<file path="src/rtl/window_deser_pkg.sv">
// Shared CNN datapath constants and helpers.
// Holds the pixel width and window size defaults used by the matrix generator,
// this deserializer and the MAC array, plus the window index width and the
// lane offset helper.
package window_deser_pkg;

    localparam int unsigned DW_DEF  = 8;
    localparam int unsigned WIN_DEF = 9;
    localparam int unsigned IDX_W   = $clog2(WIN_DEF);

    // Bit offset of lane k inside a packed window word.
    function automatic int unsigned lane_off(input int unsigned k, input int unsigned dw);
        return k * dw;
    endfunction

endpackage

</file>
<file path="src/rtl/win_out_reg.sv">
// Output holding register for one parallel window, with valid/ready handshake
// and a wrapping count of delivered windows.
// Ports:
//   clk, rst              clock, asynchronous active-low reset
//   load, load_data       capture a new window (sets valid)
//   ready                 downstream accepts data this cycle
//   data, valid           held window and its valid flag
//   cnt                   windows delivered (valid && ready), wraps
module win_out_reg #(
    parameter int unsigned W  = 72,
    parameter int unsigned CW = 16
) (
    input  logic          clk,
    input  logic          rst,
    input  logic          load,
    input  logic [W-1:0]  load_data,
    input  logic          ready,
    output logic [W-1:0]  data,
    output logic          valid,
    output logic [CW-1:0] cnt
);

    logic [W-1:0]  data_q, data_d;
    logic          valid_q, valid_d;
    logic [CW-1:0] cnt_q, cnt_d;
    logic          deliver;

    always_comb begin
        deliver = valid_q && ready;
        data_d  = data_q;
        valid_d = valid_q;
        cnt_d   = cnt_q;
        if (deliver) begin
            valid_d = 1'b0;
            cnt_d   = cnt_q + CW'(1);
        end
        // A load in the same cycle as a deliver keeps valid high with new data.
        if (load) begin
            data_d  = load_data;
            valid_d = 1'b1;
        end
    end

    always_ff @(posedge clk or negedge rst) begin
        if (!rst) begin
            data_q  <= '0;
            valid_q <= 1'b0;
            cnt_q   <= '0;
        end else begin
            data_q  <= data_d;
            valid_q <= valid_d;
            cnt_q   <= cnt_d;
        end
    end

    assign data  = data_q;
    assign valid = valid_q;
    assign cnt   = cnt_q;

endmodule

</file>
<file path="src/rtl/window_deser.sv">
// Window deserializer: collects WIN serial pixels into one parallel word for
// the MAC stage. One collect buffer fills while the output register holds the
// previous window; a complete window waiting for the output freezes the input.
// Ports:
//   clk, rst              clock, asynchronous active-low reset
//   sync_clr              drop the partial window and restart at element 0
//   in_data/valid/ready   serial pixel stream from the matrix generator
//   win_data/valid/ready  parallel window to the MAC (lane k at [k*DW +: DW])
//   win_cnt               windows delivered, wraps
module window_deser
    import window_deser_pkg::*;
#(
    parameter int unsigned DW  = DW_DEF,
    parameter int unsigned WIN = WIN_DEF,
    parameter int unsigned CW  = 16
) (
    input  logic              clk,
    input  logic              rst,
    input  logic              sync_clr,
    input  logic [DW-1:0]     in_data,
    input  logic              in_valid,
    output logic              in_ready,
    output logic [WIN*DW-1:0] win_data,
    output logic              win_valid,
    input  logic              win_ready,
    output logic [CW-1:0]     win_cnt
);

    localparam int unsigned IW = (WIN > 1) ? $clog2(WIN) : 1;

    logic [IW-1:0]     idx_q, idx_d;
    logic              cfull_q, cfull_d;
    logic [WIN*DW-1:0] cbuf_q, cbuf_d;
    logic              accept, last, deliver, out_free, xfer;

    always_comb begin
        accept   = in_valid && !cfull_q && !sync_clr;
        last     = accept && (idx_q == IW'(WIN - 1));
        deliver  = win_valid && win_ready;
        out_free = !win_valid || deliver;
        xfer     = (last || cfull_q) && out_free && !sync_clr;

        // cbuf_d also serves as the transfer word, so the final element is folded in.
        cbuf_d = cbuf_q;
        if (accept) begin
            cbuf_d[lane_off(32'(idx_q), DW) +: DW] = in_data;
        end

        idx_d = idx_q;
        if (sync_clr) begin
            idx_d = '0;
        end else if (accept) begin
            idx_d = last ? '0 : idx_q + IW'(1);
        end

        cfull_d = cfull_q;
        if (sync_clr) begin
            cfull_d = 1'b0;
        end else if (cfull_q && out_free) begin
            cfull_d = 1'b0;
        end else if (last && !out_free) begin
            cfull_d = 1'b1;
        end
    end

    always_ff @(posedge clk or negedge rst) begin
        if (!rst) begin
            idx_q   <= '0;
            cfull_q <= 1'b0;
            cbuf_q  <= '0;
        end else begin
            idx_q   <= idx_d;
            cfull_q <= cfull_d;
            cbuf_q  <= cbuf_d;
        end
    end

    // Registered only: never depends on in_valid.
    assign in_ready = !cfull_q;

    win_out_reg #(
        .W  (WIN * DW),
        .CW (CW)
    ) u_out (
        .clk       (clk),
        .rst       (rst),
        .load      (xfer),
        .load_data (cbuf_d),
        .ready     (win_ready),
        .data      (win_data),
        .valid     (win_valid),
        .cnt       (win_cnt)
    );

endmodule
</file>
<file path="config.mk">
export PLATFORM = sky130hd
export DESIGN_NAME = window_deser
export DESIGN_NICKNAME = d
export VERILOG_FILES = /design/src/rtl/window_deser_pkg.sv /design/src/rtl/win_out_reg.sv /design/src/rtl/window_deser.sv
export SDC_FILE = /design/constraint.sdc
export NUM_CORES = 1
export LEC_CHECK = 0
export CELL_PAD_IN_SITES_DETAIL_PLACEMENT = 0
export CELL_PAD_IN_SITES_GLOBAL_PLACEMENT = 1
export CORE_MARGIN = 2
export CORE_UTILIZATION = 24
export DETAILED_ROUTE_END_ITERATION = 8
export PLACE_DENSITY_LB_ADDON = 0.1
export SLEW_MARGIN = 20
export SYNTH_ARGS = -nofsm -noshare
export SYNTH_HDL_FRONTEND = slang
export SYNTH_SLANG_ARGS = --single-unit
</file>
<file path="constraint.sdc">
create_clock -name clk -period 6 [get_ports clk]
set_clock_uncertainty 0.05 [all_clocks]
set_input_delay 1.5 -clock clk [delete_from_list [all_inputs] [get_ports clk]]
set_output_delay 1.5 -clock clk [all_outputs]
set_load 0.01 [all_outputs]
</file>
======== After elaboration in Yosys (flattened, before gate mapping) ========
Cells that the tools add are included.
storage, ports and cells
  flip-flop bits (word level) ............. 166
  input port bits ......................... 13
  output and inout port bits .............. 90
  logic and storage cells ................. 39
cells by class
  add/sub/neg operators ................... 3
  equal/unequal tests ..................... 1
  shift operators ......................... 2
  multiplexer cells ....................... 10
  reduce and logical (&&, ||, !) cells .... 17
operator list
  cell                                                    number
  bitwise mux 72 bit                                      1
  2-to-1 mux 72 bit                                       1
  variable shift 8 x 34 -> 72 bit (first input constant)  1
  indexed part select 8 x 34 -> 72 bit                    1
  negation 7 -> 34 bit                                    1
  adder 16 x 1 -> 16 bit (second input constant)          1
  2-to-1 mux 4 bit                                        3
  logical AND 1 bit                                       8
  2-to-1 mux 1 bit                                        5
  adder 4 x 1 -> 4 bit (second input constant)            1
  equality test 4 bit (second input constant)             1
  zero test 1 bit                                         4
  nonzero test 2 bit                                      2
  nonzero test 3 bit                                      1
  logical OR 1 bit                                        2

======== Longest topological paths before layout ========
Gate-level depths: netlist of run 1.
  word-level depth ........................ 8
  mapped depth ............................ 11
  gate-level depth less buffers ........... 6

======== By module ========
A second synthesis of run 1 with hierarchy kept.
second synthesis, totals
  cell total of the unflattened synthesis .. 542
  area, all modules ....................... 6782.8 sq um
modules (own cells, without submodules)
  module        instances  cells an instance  area an instance (sq um)  seq. area each (sq um)
  window_deser  1          328                3402.0                    1926.8
  win_out_reg   1          214                3380.7                    2227.1

======== Worst setup path before layout of run 1 ========
Ideal clock, no wire load.
  kind .................................... in2reg
  start point ............................. input port sync_clr
  end point ............................... register u_out.data_q[26] (netlist: u_out.data[26])
  library setup time ...................... 0.125 ns
  arrival time ............................ 3.411 ns
  required time ........................... 5.825 ns
  slack ................................... 2.415 ns
  cell stages on the path ................. 6
  buffers on the path ..................... 2
  path through ............................ buf_6 > or3b_4 > buf_6 > nor4_2 > mux2_2 > mux2_2
on the way
  elaborated cells on any way between the ends .. 7
  those cells by class .................... 1 x mux; 6 x reduce/logical
RTL lines
  what                    line                RTL
  start: declaration      window_deser.sv:19  input logic sync_clr,
  zero test 1 bit         window_deser.sv:37  accept = in_valid && !cfull_q && !sync_clr;
  logical AND 1 bit       window_deser.sv:37
  2-to-1 mux 72 bit       window_deser.sv:45  if (accept) begin
  named net cbuf_d[26]    window_deser.sv:33  logic [WIN*DW-1:0] cbuf_q, cbuf_d;
  end signal: assignment  win_out_reg.sv:50   data_q <= data_d;
  end: declaration        win_out_reg.sv:23   logic [W-1:0] data_q, data_d;
The timed path passes the listed nets, and every way through them passes these cells.
A chain may end at the register's enable or synchronous reset.

======== Final worst setup path of run 1 ========
  start point ............................. register idx_q[0]
  end point ............................... register u_out.data_q[40] (netlist: u_out.data[40])
on the way
  word-level cells in the longest chain between the ends .. 5
  elaborated cells on any way between the ends .. 10
  those cells by class .................... 1 x add/sub; 1 x eq/ne; 2 x shift; 2 x mux; 4 x reduce/logical
RTL lines
  what                                                          line                RTL
  start: declaration                                            window_deser.sv:31  logic [IW-1:0] idx_q, idx_d;
  start signal: assignment                                      window_deser.sv:72  idx_q <= idx_d;
  branches (longest 5 deep; another with negation 7 -> 34 bit)  n/a
Parallel ways; which one is timed is not known.

==> results of run 1 <==
per-stage QoR:
| stage | hold slack (ns) | utilization | total power [uW] | std cells | setup WS [ns] |
|---|---|---|---|---|---|
| floorplan | 0.3824 | - | 1313 | 617 | 2.415 |
| global placement | 0.3927 | 0.2925 | 1438 | 1076 | 1.656 |
| detailed placement | 0.3991 | 0.2925 | 1442 | 1076 | 1.607 |
| CTS | 0.4154 | 0.3144 | 2623 | 1108 | 1.825 |
| global route | 0.4335 | 0.3146 | 2694 | 1108 | 1.520 |
| finish | 0.4098 | 0.3146 | 2576 | 1108 | 1.933 |
power by group through the flow:
stage	sequential, uW	combinational (uW)	clock, uW
after global routing	1200	245	1250
final	1200	216	1160
after global placement	1220	219	0
after CTS	1200	222	1200
after detailed placement	1220	222	0
after floorplan	1220	92.2	0
state kept, by name, summed over array words and instances (netlist names):
signal / flops
idx_q: 4
u_out.data: 72
u_out.valid: 1
cbuf_q: 72
cfull_q: 1
u_out.cnt: 16
layout make-up:
class	count	area share
flip-flops and latches	166	0.4638
multi-input cells	409	0.2897
repair buffers	109	0.1200
well taps	384	0.05364
clock buffers	20	0.05098
clock inverters	12	0.01858
inverters	8	0.003352
worst paths after layout:
path,start,end,cells after the start
setup / recovery,idx_q[0],u_out.data[40],6
hold / removal,cbuf_q[7],cbuf_q[7],2
setup reg to reg,idx_q[0],u_out.data[40],6
hold reg to reg,cbuf_q[7],cbuf_q[7],2
max in group asynchronous,rst,idx_q[2],2
min in group asynchronous,rst,u_out.data[36],1
routing by layer:
layer	part of all wire	global-route usage	wire length, um
met3	0.037	0.02412	702
met5	0	0	0
met2	0.47	0.2050	8973
met1	0.48	0.1801	9164
met4	0.011	0.04131	209
cells by family after synthesis:
kind of cell,count (synthesis),share of synthesized area
fa+ha+maj,4,0.007261
mux,50,0.08132
xor+xnor,17,0.02160
flops,166,0.6026
simple gates,259,0.1921
buf+inv,42,0.02668
compound gates,79,0.06843
worst register-to-register path: stages (launching register included):
cell and delay [ns]:
sky130_fd_sc_hd__dfrtp_1 0.79, sky130_fd_sc_hd__inv_1 0.37, sky130_fd_sc_hd__ha_1 0.86, sky130_fd_sc_hd__nand2_1 0.35
sky130_fd_sc_hd__a2111o_1 0.67, sky130_fd_sc_hd__or4b_2 0.69, sky130_fd_sc_hd__a31oi_1 0.20
synth_stat cells (4+ instances only):
master,n
sky130_fd_sc_hd__dfrtp_1,166
sky130_fd_sc_hd__nand2_1,94
sky130_fd_sc_hd__nor2_1,63
sky130_fd_sc_hd__a31oi_1,48
sky130_fd_sc_hd__mux2_2,48
sky130_fd_sc_hd__clkbuf_1,28
sky130_fd_sc_hd__o21ai_0,21
sky130_fd_sc_hd__nand3_1,20
sky130_fd_sc_hd__nand4_1,13
sky130_fd_sc_hd__xnor2_1,11
sky130_fd_sc_hd__inv_1,8
sky130_fd_sc_hd__nand2b_1,8
sky130_fd_sc_hd__nor2b_1,8
sky130_fd_sc_hd__or4b_2,7
sky130_fd_sc_hd__a21oi_1,6
sky130_fd_sc_hd__or4_1,6
sky130_fd_sc_hd__xor2_1,6
sky130_fd_sc_hd__nand4b_1,5
sky130_fd_sc_hd__ha_1,4
sky130_fd_sc_hd__nor3_1,4
sky130_fd_sc_hd__nor4b_1,4
sky130_fd_sc_hd__or3_1,4
cells in the final DEF (no fill, tap or decap), types with 8 or more instances in the layout:
master	instances
sky130_fd_sc_hd__nor2b_1	8
sky130_fd_sc_hd__clkbuf_16	17
sky130_fd_sc_hd__nand3_1	20
sky130_fd_sc_hd__dfrtp_1	166
sky130_fd_sc_hd__a31oi_1	48
sky130_fd_sc_hd__xnor2_1	10
sky130_fd_sc_hd__clkdlybuf4s50_1	101
sky130_fd_sc_hd__o21ai_0	21
sky130_fd_sc_hd__nand2_1	94
sky130_fd_sc_hd__inv_1	8
sky130_fd_sc_hd__nor2_1	63
sky130_fd_sc_hd__mux2_2	48
sky130_fd_sc_hd__nand4_1	13
sky130_fd_sc_hd__nand2b_1	8
==> key figures, run 1 <==
Pwr
  – Internal cell power: 1944 uW
  – IR drop worst, VDD: 133.7 uV
  – Share of power burned in registers: 0.465
  – Total power per unit cell area: 287.6 nW/um^2
  – Switching power total: 632.0 uW
  – Switching portion of total power: 0.2453
  – Share of power burned in combinational logic: 0.084
  – Total leakage power: 0.004058 uW
  – Clock group share of total power: 0.451

CTS
  – H-Tree Depth: 4
  – Post-CTS Resized: 0
  – Max Root-Sink Buffers: 2
  – Root buffer cell: sky130_fd_sc_hd__clkbuf_16
  – Worst skew pair latency: 0.43 ns
  – Clock slew at reported path FFs: 0.07 ns
  – Number of setup buffers added after CTS: 0
  – Post-CTS Hold Fix Bufs: 0
  – Clock tree sinks: 166
  – Clock tree from TritonCTS: built
  – Number of buffers inserted during clock tree synthesis: 17

Synth
  – Commonest register cell after synthesis: sky130_fd_sc_hd__dfrtp_1
  – Number of library cell types mapped by synthesis: 42
  – Syn Area/Cell: 11.17 um^2
  – Post-synth EDFFs: 0
  – Register area share after synthesis: 0.6027
  – Area share of the leading cell type in the synthesized netlist: 0.6027
  – Post-synthesis cell type with the largest combined area: sky130_fd_sc_hd__dfrtp_1
  – Yosys warns: 0
  – Largest cells by area after synthesis: sky130_fd_sc_hd__dfrtp_1, sky130_fd_sc_hd__mux2_2, sky130_fd_sc_hd__nand2_1
  – Gate Count Post-Synth: 617
  – Async set or reset register ratio after synthesis: 1.000
  – Net count after synthesis: 634
  – Post-synthesis sequential element count: 166
  – Cell area after synthesis: 6893 um^2

Drt
  – Length of the first detailed-routing pass in iterations: 5
  – Routed Wire Length: 19050 um
  – Antenna-violating nets left: 0
  – Remaining routing DRC violations: 0
  – Avg WL per Cell: 17.19 um
  – Violation count after the first detailed-route iteration: 348
  – Total number of vias: 4966
  – Vias/cell: 4.482

Floorplan
  – Count of boundary I/O pins: 103
  – Placeable core region: 28470 um^2
  – Number of standard-cell rows in the floorplan: 62
  – Vertical die dimension: 173.5 um
  – Area of the die: 30090 um^2
  – Starting density of the core: 0.2421
  – Die Wd: 173.5 um

STA
  – Sum Neg Setup Slack: 0 ns
  – Final period util: 0.6778
  – Unrepaired setup endpoints after global routing: false
  – Rel. slew slack: 0.3079
  – Time the worst path needs with I/O delays and setup: 4.067 ns
  – Worst-Margin Slew: 1.027 ns
  – Final setup violation count: 0
  – Final slew viol count: 0
  – Number of endpoints with negative hold slack in the final report: 0
  – F_max: 245.9 MHz

Setup path
  – Critical path launch point type: register
  – Crit path max-delay cell type: sky130_fd_sc_hd__ha_1
  – Worst EP arrival: 4.36 ns
  – Slowest stage delay, CP: 0.86 ns
  – Internal reg-to-reg setup slack: 1.93 ns
  – Setup Crit Path Kind: register to register
  – WP data required: 6.29 ns
  – Crit-path cells: inv_1 > ha_1 > nand2_1 > a2111o_1 > or4b_2 > a31oi_1
  – Cell family with most CP delay: simple AND/OR/NAND/NOR gates
  – Count of buffer and inverter cells on the critical path: 1
  – Top fanout value on the critical path: 22
  – Critical path capture point type: register

Final layout
  – Area taken by multi-input logic gates: 2595 um^2
  – Nets: 728
  – Storage element area: 4154 um^2
  – Synthesis-to-finish area growth: 29.95%
  – Share of final-layout standard cells stronger than drive strength 1: 0.1450
  – Finished layout cell area: 8957 um^2
  – Filler cell count in the final layout: 2938
  – Antenna diode instance count: 0

Place
  – Sum of net half-perimeters after detailed placement: 12900 um
  – Final weighted congestion in routability-driven placement: 0.7728
  – Instance area at placement: 8328 um^2
  – Port Buffers: 102

Job
  – Max-Cap Viols: 0

Global route
  – Pin count of the biggest net entering global routing: 90
  – First-pass GRT wire length: 30020 um
  – Vias in the first global route: 5174
  – Global router's overall resource usage: 0.1298
  – Total congestion overflow after global routing: 0
  – Initial antenna violation count: 2

Status
  – Status: complete, no violations

Hold path
  – Path class of the lowest-slack min-delay path: register to register
Note: power is estimated with default switching activity, not from simulation.
==> inputs of run 2 (changes only) <==
==> constraint.sdc (replaced) <==
create_clock -name clk -period 3.91 [get_ports clk]
set_clock_uncertainty 0.05 [all_clocks]
set_input_delay 0.9775 -clock clk [delete_from_list [all_inputs] [get_ports clk]]
set_output_delay 0.9775 -clock clk [all_outputs]
set_load 0.01 [all_outputs]
==> run 2 against run 1 <==
Effect of this change:
- first-iteration DRC count is 11% lower
- non-clock buffer count increased by 15
- register-to-register slack worse by 1.2 ns
- clock power is 47% higher
- combinational power up 63%
- via count increased by 1.4%
- sequential power increased by 53%
- hold slack got worse by 0.0033 ns
- power grew 51%
==> key figures, run 2 (synthesis results as in run 1) <==
Status
  – Status: complete, no violations (unchanged)

Setup path
  – Slowest stage delay, CP: 0.70 ns (was 0.86 ns)
  – Critical path launch point type: register (unchanged)
  – Count of buffer and inverter cells on the critical path: 1 (unchanged)
  – WP data required: 4.21 ns (was 6.29 ns)
  – Crit-path cells: inv_1 > ha_1 > nand3b_1 > a2111o_1 > or4b_2 > a31oi_1 (was inv_1 > ha_1 > nand2_1 > a2111o_1 > or4b_2 > a31oi_1)
  – Beginning of the worst register-to-register path: idx_q[0] (unchanged)
  – Crit path max-delay cell type: sky130_fd_sc_hd__or4b_2 (was sky130_fd_sc_hd__ha_1)
  – Worst Reg-to-Reg Cells: 6 (unchanged)
  – Cell family with most CP delay: simple AND/OR/NAND/NOR gates (unchanged)
  – Setup Crit Path Kind: register to register (unchanged)
  – Critical path capture point type: register (unchanged)
  – Worst EP arrival: 3.45 ns (was 4.36 ns)
  – Top fanout value on the critical path: 14 (was 22)
  – Internal reg-to-reg setup slack: 0.75 ns (was 1.93 ns)
  – Depth of the critical timing path with buffers and inverters included: 6 (unchanged)
  – Reg-to-reg endpoint: u_out.data[44] (was u_out.data[40])

Global route
  – Pin count of the biggest net entering global routing: 82 (was 90)
  – Initial antenna violation count: 1 (was 2)
  – First-pass GRT wire length: 30750 um (was 30020 um)
  – Total congestion overflow after global routing: 0 (unchanged)
  – Global router's overall resource usage: 0.1327 (was 0.1298)
  – Vias in the first global route: 5268 (was 5174)

Hold path
  – Path class of the lowest-slack min-delay path: register to register (unchanged)
  – Hold EP: cbuf_q[58] (was cbuf_q[7])
  – Beginning of the worst hold path: cbuf_q[58] (was cbuf_q[7])
  – Cells on Worst Hold Path: 2 (unchanged)

Final layout
  – Most common library cell in the layout ignoring fill and taps: sky130_fd_sc_hd__dfrtp_1 (unchanged)
  – Synthesis-to-finish area growth: 31.42% (was 29.95%)
  – Filler cell count in the final layout: 2926 (was 2938)
  – Area taken by multi-input logic gates: 2580 um^2 (was 2595 um^2)
  – Finished layout cell area: 9059 um^2 (was 8957 um^2)
  – Storage element area: 4154 um^2 (unchanged)
  – Highest-count cells in the layout ignoring fill and taps: sky130_fd_sc_hd__dfrtp_1, sky130_fd_sc_hd__clkdlybuf4s50_1, sky130_fd_sc_hd__nand2_1 (unchanged)
  – Share of final-layout standard cells stronger than drive strength 1: 0.1597 (was 0.1450)
  – Nets: 743 (was 728)
  – Antenna diode instance count: 0 (unchanged)
  – Post-layout util: 0.3182 (was 0.3146)

Drt
  – Met3 wirelength from detailed routing: 835 um (was 702 um)
  – Uppermost signal routing layer after detailed routing: met4 (unchanged)
  – Avg WL per Cell: 17.23 um (was 17.19 um)
  – Length of the first detailed-routing pass in iterations: 4 (was 5)
  – Total number of vias: 5036 (was 4966)
  – Antenna-violating nets left: 0 (unchanged)
  – Violation count after the first detailed-route iteration: 309 (was 348)
  – Routed Wire Length: 19350 um (was 19050 um)
  – Detailed-route wire length on metal 1: 9179 um (was 9164 um)
  – Met2 wirelength from detailed routing: 9150 um (was 8973 um)
  – Vias/cell: 4.484 (was 4.482)
  – Remaining routing DRC violations: 0 (unchanged)

STA
  – Worst-Margin Slew: 1.027 ns (about the same)
  – Final period util: 0.8073 (was 0.6778)
  – Final slew viol count: 0 (unchanged)
  – Sum Neg Setup Slack: 0 ns (unchanged)
  – Unrepaired setup endpoints after global routing: false (unchanged)
  – F_max: 316.8 MHz (was 245.9 MHz)
  – Rel. slew slack: 0.3078 (was 0.3079)
  – Final setup violation count: 0 (unchanged)
  – Time the worst path needs with I/O delays and setup: 3.156 ns (was 4.067 ns)
  – Number of endpoints with negative hold slack in the final report: 0 (unchanged)

Place
  – Instance area at placement: 8462 um^2 (was 8328 um^2)
  – Final weighted congestion in routability-driven placement: 0.7598 (was 0.7728)
  – Sum of net half-perimeters after detailed placement: 13270 um (was 12900 um)
  – Port Buffers: 102 (unchanged)

CTS
  – Post-CTS Resized: 0 (unchanged)
  – Clock tree from TritonCTS: built (unchanged)
  – H-Tree Depth: 4 (unchanged)
  – Number of setup buffers added after CTS: 0 (unchanged)
  – Worst skew pair latency: 0.43 ns (about the same)
  – Number of buffers inserted during clock tree synthesis: 17 (unchanged)
  – Post-CTS Hold Fix Bufs: 0 (unchanged)
  – Max Root-Sink Buffers: 2 (unchanged)
  – Clock tree sinks: 166 (unchanged)
  – Root buffer cell: sky130_fd_sc_hd__clkbuf_16 (unchanged)
  – Clock slew at reported path FFs: 0.07 ns (about the same)

Floorplan
  – Placeable core region: 28470 um^2 (unchanged)
  – Starting density of the core: 0.2421 (unchanged)
  – Die Wd: 173.5 um (unchanged)
  – Count of boundary I/O pins: 103 (unchanged)
  – Number of standard-cell rows in the floorplan: 62 (unchanged)
  – Vertical die dimension: 173.5 um (unchanged)
  – Area of the die: 30090 um^2 (unchanged)

Job
  – Max-Cap Viols: 0 (unchanged)

Pwr
  – Total power per unit cell area: 429.6 nW/um^2 (was 287.6 nW/um^2)
  – Total power draw: 3892 uW (was 2576 uW)
  – IR drop worst, VDD: 248.5 uV (was 133.7 uV)
  – Total leakage power: 0.004122 uW (was 0.004058 uW)
==> run 2: through the flow <==
stage          cells  hold WS [ns]  worst slack, ns
6_report        1123        0.4066           0.7536
5_1_grt         1123        0.4321           0.4995
4_1_cts         1123        0.4140           0.6440
3_5_place_dp    1091        0.3991           0.3304
3_3_place_gp    1091        0.3930           0.3721
2_1_floorplan    617        0.3824           0.7803
==> run 2: layout make-up <==
type	count	share of cell area
repair buffers	124	0.1352
flip-flops and latches	166	0.4586
inverters	8	0.003315
clock buffers	20	0.04931
well taps	384	0.05304
multi-input cells	409	0.2848
clock inverters	12	0.01575
==> run 2: worst register-to-register path: stages, from the launching register on <==
cell and delay, ns:
sky130_fd_sc_hd__dfrtp_1 0.38, sky130_fd_sc_hd__inv_1 0.28, sky130_fd_sc_hd__ha_1 0.51, sky130_fd_sc_hd__nand3b_1 0.28, sky130_fd_sc_hd__a2111o_1 0.69, sky130_fd_sc_hd__or4b_2 0.70, sky130_fd_sc_hd__a31oi_1 0.20
==> run 2: how the worst max path moves through the flow <==
stage / startpoint / to
final: idx_q[0] / u_out.data[44]
after global routing: idx_q[0] / u_out.data[43]
after CTS: idx_q[0] / u_out.data[32]
after detailed placement: sync_clr / u_out.data[44]
after global placement: in_valid / u_out.data[42]
after floorplan: idx_q[0] / u_out.data[21]
==> run 2: layer usage <==
metal,track usage,vias up
met5,0,-
met4,0.03284,0
met3,0.03662,13
met2,0.2103,113
met1,0.1799,2519
li1,-,2391
==> run 2: power by group <==
part	internal, uW	leakage [uW]	total, uW	switching, uW
sequential	1800	0.00223	1830	37.6
clock	970	0.000280	1710	736
combinational	149	0.00161	352	203
total	2910	0.00412	3890	977
